$ cat src/rtl/sr_ctrl_pkg.sv
`default_nettype none
// ============================================================================
//  Module      : sr_ctrl_pkg
//  Description : Shared types and constants for the NAND SR-latch pulse
//                controller: FSM state encoding, operation codes and the
//                legal range of the pulse/gap length parameters.
//  Revision    : 1.0  initial release
// ============================================================================
package sr_ctrl_pkg;

    typedef enum logic [1:0] {
        ST_IDLE  = 2'd0,
        ST_PULSE = 2'd1,
        ST_GAP   = 2'd2,
        ST_CHECK = 2'd3
    } state_e;

    localparam logic OP_SET   = 1'b1;
    localparam logic OP_RESET = 1'b0;

    localparam int PULSE_W_MIN = 1;
    localparam int PULSE_W_MAX = 15;
    localparam int GAP_W_MIN   = 1;
    localparam int GAP_W_MAX   = 15;

    localparam int CNT_W = 4;

endpackage : sr_ctrl_pkg
`default_nettype wire

$ cat src/rtl/sr_rr_arb2.sv
`default_nettype none
// ============================================================================
//  Module      : sr_rr_arb2
//  Description : Two-way round-robin arbiter. A 1-bit pointer selects the
//                preferred requester when both request together; after every
//                grant the pointer moves to the other requester.
//  Ports       : clk, rst_n    clock / async active-low reset
//                req_a, req_b  requests
//                grant_en      grants only issued while high
//                gnt_a, gnt_b  one-hot-or-zero grants (combinational)
//  Revision    : 1.0  initial release
// ============================================================================
module sr_rr_arb2 (
    input  logic clk,
    input  logic rst_n,
    input  logic req_a,
    input  logic req_b,
    input  logic grant_en,
    output logic gnt_a,
    output logic gnt_b
);

    // 0 = A preferred, 1 = B preferred
    logic ptr_q;

    always_comb begin
        gnt_a = grant_en & req_a & (~req_b | ~ptr_q);
        gnt_b = grant_en & req_b & (~req_a |  ptr_q);
    end

    always_ff @(posedge clk or negedge rst_n) begin
        if (!rst_n) begin
            ptr_q <= 1'b0;
        end else if (gnt_a) begin
            ptr_q <= 1'b1;
        end else if (gnt_b) begin
            ptr_q <= 1'b0;
        end
    end

endmodule : sr_rr_arb2
`default_nettype wire

$ cat src/rtl/sr_latch_ctrl.sv
`default_nettype none
// ============================================================================
//  Module      : sr_latch_ctrl
//  Description : Drives an external NAND SR latch for two requesters. Each
//                operation pulses s_n or r_n low for PULSE_W cycles, waits
//                GAP_W cycles with both drives high, then samples Q, acks
//                the requester and flags a mismatch in a sticky err bit.
//  Ports       : clk, rst_n        clock / async active-low reset
//                req_a/b, op_a/b   requests and operation (1 set, 0 reset)
//                ack_a/b           one-cycle completion pulses
//                s_n, r_n          registered active-low latch drives
//                q_in              latch Q feedback
//                q_state           last sampled Q
//                busy              FSM not idle
//                err, err_clr      sticky mismatch flag and its clear
//  Revision    : 1.0  initial release
// ============================================================================
module sr_latch_ctrl
    import sr_ctrl_pkg::*;
#(
    parameter int PULSE_W = 2,
    parameter int GAP_W   = 1
) (
    input  logic clk,
    input  logic rst_n,
    input  logic req_a,
    input  logic req_b,
    input  logic op_a,
    input  logic op_b,
    output logic ack_a,
    output logic ack_b,
    output logic s_n,
    output logic r_n,
    input  logic q_in,
    output logic q_state,
    output logic busy,
    output logic err,
    input  logic err_clr
);

    generate
        if (PULSE_W < PULSE_W_MIN || PULSE_W > PULSE_W_MAX) begin : g_bad_pulse_w
            $error("sr_latch_ctrl: PULSE_W out of range 1..15");
        end
        if (GAP_W < GAP_W_MIN || GAP_W > GAP_W_MAX) begin : g_bad_gap_w
            $error("sr_latch_ctrl: GAP_W out of range 1..15");
        end
    endgenerate

    localparam logic [CNT_W-1:0] PULSE_CNT = CNT_W'(PULSE_W);
    localparam logic [CNT_W-1:0] GAP_CNT   = CNT_W'(GAP_W);

    state_e             state_q, state_d;
    logic [CNT_W-1:0]   cnt_q, cnt_d;
    logic               op_q, op_d;
    logic               sel_q, sel_d;      // 0 = A granted, 1 = B granted
    logic               s_n_q, s_n_d;
    logic               r_n_q, r_n_d;
    logic               ack_a_q, ack_a_d;
    logic               ack_b_q, ack_b_d;
    logic               q_state_q;
    logic               err_q;
    logic               gnt_a, gnt_b;
    logic               mismatch;

    sr_rr_arb2 u_arb (
        .clk      (clk),
        .rst_n    (rst_n),
        .req_a    (req_a),
        .req_b    (req_b),
        .grant_en (state_q == ST_IDLE),
        .gnt_a    (gnt_a),
        .gnt_b    (gnt_b)
    );

    // State register plus the registered latch drives and acks
    always_ff @(posedge clk or negedge rst_n) begin
        if (!rst_n) begin
            state_q   <= ST_IDLE;
            cnt_q     <= '0;
            op_q      <= OP_RESET;
            sel_q     <= 1'b0;
            s_n_q     <= 1'b1;
            r_n_q     <= 1'b1;
            ack_a_q   <= 1'b0;
            ack_b_q   <= 1'b0;
            q_state_q <= 1'b0;
            err_q     <= 1'b0;
        end else begin
            state_q <= state_d;
            cnt_q   <= cnt_d;
            op_q    <= op_d;
            sel_q   <= sel_d;
            s_n_q   <= s_n_d;
            r_n_q   <= r_n_d;
            ack_a_q <= ack_a_d;
            ack_b_q <= ack_b_d;
            if (state_q == ST_CHECK) begin
                q_state_q <= q_in;
            end
            // A fresh mismatch beats a simultaneous clear
            err_q <= mismatch | (err_q & ~err_clr);
        end
    end

    // Next-state logic; the counter stops at its terminal value, never wraps
    always_comb begin
        state_d = state_q;
        cnt_d   = cnt_q;
        op_d    = op_q;
        sel_d   = sel_q;
        unique case (state_q)
            ST_IDLE: begin
                if (gnt_a | gnt_b) begin
                    state_d = ST_PULSE;
                    cnt_d   = PULSE_CNT;
                    op_d    = gnt_a ? op_a : op_b;
                    sel_d   = gnt_b;
                end
            end
            ST_PULSE: begin
                if (cnt_q <= 4'd1) begin
                    state_d = ST_GAP;
                    cnt_d   = GAP_CNT;
                end else begin
                    cnt_d = cnt_q - 4'd1;
                end
            end
            ST_GAP: begin
                if (cnt_q <= 4'd1) begin
                    state_d = ST_CHECK;
                    cnt_d   = '0;
                end else begin
                    cnt_d = cnt_q - 4'd1;
                end
            end
            ST_CHECK: begin
                state_d = ST_IDLE;
            end
            default: begin
                state_d = ST_IDLE;
                cnt_d   = '0;
            end
        endcase
    end

    // Output logic: drives are decoded from the next state so the registered
    // copies line up with the state they belong to. Only one drive can be low
    // because op_d selects exactly one of them.
    always_comb begin
        s_n_d    = ~((state_d == ST_PULSE) && (op_d == OP_SET));
        r_n_d    = ~((state_d == ST_PULSE) && (op_d == OP_RESET));
        ack_a_d  = (state_d == ST_CHECK) && !sel_d;
        ack_b_d  = (state_d == ST_CHECK) &&  sel_d;
        mismatch = (state_q == ST_CHECK) && (q_in != op_q);
        busy     = (state_q != ST_IDLE);
    end

    assign s_n     = s_n_q;
    assign r_n     = r_n_q;
    assign ack_a   = ack_a_q;
    assign ack_b   = ack_b_q;
    assign q_state = q_state_q;
    assign err     = err_q;

endmodule : sr_latch_ctrl
`default_nettype wire

$ cat config.mk
export PLATFORM = sky130hd
export DESIGN_NAME = sr_latch_ctrl
export DESIGN_NICKNAME = d
export VERILOG_FILES = /design/src/rtl/sr_ctrl_pkg.sv /design/src/rtl/sr_rr_arb2.sv /design/src/rtl/sr_latch_ctrl.sv
export SDC_FILE = /design/constraint.sdc
export NUM_CORES = 1
export LEC_CHECK = 0
export CORE_MARGIN = 5
export CORE_UTILIZATION = 50
export CTS_CLUSTER_DIAMETER = 50
export CTS_CLUSTER_SIZE = 20
export DETAILED_ROUTE_END_ITERATION = 10
export PLACE_DENSITY = 0.83
export SYNTH_ARGS = -nofsm -noshare
export SYNTH_HDL_FRONTEND = slang
export SYNTH_SLANG_ARGS = --single-unit
$ cat constraint.sdc
create_clock -name clk -period 2 [get_ports clk]
set_clock_uncertainty 0.15 [all_clocks]
set_input_delay 0.2 -clock clk [delete_from_list [all_inputs] [get_ports clk]]
set_output_delay 0.2 -clock clk [all_outputs]
set_load 0.05 [all_outputs]
==> results of run 1 <==
worst min path at each step:
stage | startpoint | endpoint | slack [ns] | cells after the start
after detailed placement | u_arb.ptr_q | u_arb.ptr_q | 0.35 | 1
final | rst_n | u_arb.ptr_q | 0.17 | 1
after CTS | rst_n | u_arb.ptr_q | 0.19 | 1
after floorplan | rst_n | ack_a | -0.25 | 0
after global routing | rst_n | err | 0.22 | 1
after global placement | u_arb.ptr_q | u_arb.ptr_q | 0.33 | 1
worst max-delay path: stages, from the launching register on:
cell and delay, ns:
dfrtp_1 0.45, inv_1 0.12, ha_2 0.40, a21oi_1 0.12, or4_1 0.48, o211ai_1 0.10
metal layers:
| layer | GRT usage, % | vias up | wire (um) |
|---|---|---|---|
| li1 | - | 330 | - |
| met1 | 18.8 | 322 | 682 |
| met2 | 24.8 | 21 | 842 |
| met3 | 4.87 | 4 | 89 |
| met4 | 6.55 | 0 | 28 |
| met5 | 0 | - | 0 |
cells in the final DEF, fill, tap and decap left out, drive strengths merged, types with 2 or more instances in the layout:
| master | n |
|---|---|
| a21oi | 5 |
| a22o | 2 |
| a31oi | 3 |
| buf | 7 |
| clkbuf | 3 |
| clkdlybuf4s50 | 11 |
| dfrtp | 13 |
| dfstp | 2 |
| ha | 8 |
| inv | 7 |
| nand2 | 3 |
| nor2 | 6 |
| nor3 | 2 |
| o211ai | 2 |
| o21ai | 4 |
cell families (layout without fill, tap and decap cells):
group / count (synthesis) / after routing / share of synthesized area [%]
XOR/XNOR: 1 / 1 / 1.02
buffers and inverters: 9 / 30 / 5.09
multiplexers: 1 / 1 / 1.31
flip-flops: 15 / 15 / 43.9
AND/OR/NAND/NOR: 20 / 20 / 13.5
adder cells (fa/ha/maj): 8 / 8 / 11.6
AO/OA/AOI/OAI: 25 / 25 / 23.5
cell type report:
type / instances / area share, %
multi-input cells: 55 / 41.8
flip-flops and latches: 15 / 35.3
repair buffers: 18 / 15.2
inverters: 8 / 3.16
clock buffers: 3 / 2.11
well taps: 17 / 1.99
clock inverters: 1 / 0.468
power by group through the flow:
stage          Clock [uW]  Sequential, uW  Combinational (uW)
3_3_place_gp            0             494                1030
4_1_cts               178             498                1070
2_1_floorplan           0             613                 687
3_5_place_dp            0             504                1060
6_report              171             499                1100
5_1_grt               202             512                1200
repair_timing:
item	4_1_cts	5_1_grt
buffers inserted	0	1
endpoints found under the setup margin	0	8
gates resized for setup	0	3
through the flow:
stage | instance area (um^2) | utilization, % | setup slack, ns | TNS (ns) | std cells
6_report | 1070 | 63.3 | 0.105 | 0 | 117
5_1_grt | 1070 | 63.3 | -0.00987 | -0.0194 | 117
3_3_place_gp | 1030 | 60.8 | 0.113 | 0 | 112
4_1_cts | 1050 | 62.4 | 0.0589 | 0 | 116
2_1_floorplan | 865 | - | 0.0342 | 0 | 79
3_5_place_dp | 1030 | 60.8 | 0.0786 | 0 | 112
==> impl_metrics.json, run 1 <==
{
  "status": "finished clean",
  "hold_viol": 0,
  "die_w_um": 51.5,
  "dieArea_um2": 2650,
  "arrival_ns": 1.95,
  "drc": 0,
  "synthTopCellsByArea": "dfrtp_1 38%, ha_1 12%, dfstp_2 6.1%",
  "grt_max_degree": 16,
  "initial_core_util_pct": 51.0,
  "reg2reg_setup_slack_ns": 0.10,
  "grtUsageTotal_pct": 15.4,
  "portBuffers": 14,
  "whs_ns": 0.167,
  "insertion_delay_ns": 0.28,
  "seq_power_share_pct": 28.2,
  "yosysMostFrequentCell": "dfrtp_1",
  "syn_area_um2": 861,
  "drtIter0Drc": 10,
  "setup_viol": 0,
  "ys_seq_elements": 15,
  "comb_power_share_pct": 62.1,
  "fmax_ghz": 0.528,
  "htreeDepth": 1,
  "synth_cells": 79,
  "endpoint": "cnt_q[0]",
  "top_register": "cnt_q",
  "synth_edf_count": 0,
  "synth_common_cells": "13 x dfrtp_1, 8 x ha_1, 8 x inv_1",
  "vias": 677,
  "gp_congestion": 0.762,
  "cts_buffer_depth": 2,
  "reg2regPathDepth": 5,
  "reg.largest.list": "cnt_q (4), state_q (2)",
  "cts-root-buf": "clkbuf_4",
  "syn_avg_cell_area_um2": 10.9,
  "r2r_start": "state_q[1]",
  "cts_inserted_buffers": 3,
  "antenna_cells": 0,
  "finalCritPeriodShare_pct": 94.8,
  "yosysTopAreaCell": "dfrtp_1",
  "layout-drive-gt1-share_pct": 27.0,
  "cts_tree": "yes",
  "peakVddDrop_mv": 0.741,
  "maxCapViolations": 0,
  "fp.coreArea_um2": 1690,
  "grt_pass1_wl_mm": 3.03,
  "hold_buffers": 0,
  "grt_overflow_total": 0,
  "yosysSeqAreaShare_pct": 43.9,
  "crit_type": "reg2reg",
  "ff_latch_area_um2": 378,
  "grt_pass1_vias": 688,
  "yosys_warnings": 0,
  "cp_data_required_time_ns": 2.05,
  "synth_cell_types": 34,
  "drt-total-wl_mm": 1.64,
  "crit_fanout": 6,
  "swShare_pct": 46.0,
  "dp_hpwl_mm": 1.26,
  "synthToLayoutAreaGrowth_pct": 24.3,
  "r2r-end": "cnt_q[0]",
  "p_leak_uw": 0.000476,
  "die_h_um": 51.5,
  "placementRows": 15,
  "synth_flop_cell": "dfrtp_1",
  "clock-sinks": 15,
  "worst_slew_pin_slew_ns": 0.661,
  "fin_nets": 117,
  "drv_slew": 0,
  "path_clk_slew_ns": 0.09,
  "async_flop_share_pct": 100,
  "routedWlPerCell_um": 14.0,
  "multi_input_area_um2": 447,
  "largest_register_ffs": 4,
  "critPathLaunchType": "flop",
  "pin_count": 15,
  "min_period_ns": 1.90,
  "cp-end-kind": "flop",
  "critPathLaunch": "state_q[1]",
  "fillCellCount": 123,
  "p_sw_uw": 814,
  "rsz0062_at_grt": "yes",
  "power.internal_uw": 954,
  "synth_top_area_share_pct": 37.8,
  "finalPower_uw": 1770,
  "ant_nets": 0,
  "vias_per_cell": 5.79,
  "power.density_nw_per_um2": 1650,
  "drtPass1Iterations": 4,
  "syn_nets": 95,
  "slew_headroom_pct": 55.8,
  "antenna_found_initial": 0,
  "clockPowerShare_pct": 9.7,
  "hold_class": "in2async"
}
No activity file was read; power rests on OpenSTA's default activity.
==> run 2: changes to the inputs <==
--- a/config.mk
+++ b/config.mk
@@ -5,6 +5,7 @@
 export SDC_FILE = /design/constraint.sdc
 export NUM_CORES = 1
 export LEC_CHECK = 0
+export CAP_MARGIN = 10
 export CORE_MARGIN = 5
 export CORE_UTILIZATION = 50
 export CTS_CLUSTER_DIAMETER = 50
==> results of run 2 <==
No change in the layout: final DEF, timing and power equal those of run 1.
==> run 3: changes to the inputs <==
--- a/config.mk
+++ b/config.mk
@@ -5,13 +5,16 @@
 export SDC_FILE = /design/constraint.sdc
 export NUM_CORES = 1
 export LEC_CHECK = 0
+export ABC_CLOCK_PERIOD_IN_PS = 2000
 export CAP_MARGIN = 10
 export CORE_MARGIN = 5
 export CORE_UTILIZATION = 50
 export CTS_CLUSTER_DIAMETER = 50
 export CTS_CLUSTER_SIZE = 20
 export DETAILED_ROUTE_END_ITERATION = 10
+export HOLD_SLACK_MARGIN = 0.06
 export PLACE_DENSITY = 0.83
+export SLEW_MARGIN = 20
 export SYNTH_ARGS = -nofsm -noshare
 export SYNTH_HDL_FRONTEND = slang
 export SYNTH_SLANG_ARGS = --single-unit
==> results of run 3 <==
No change in the layout: final DEF, timing and power equal those of run 1.
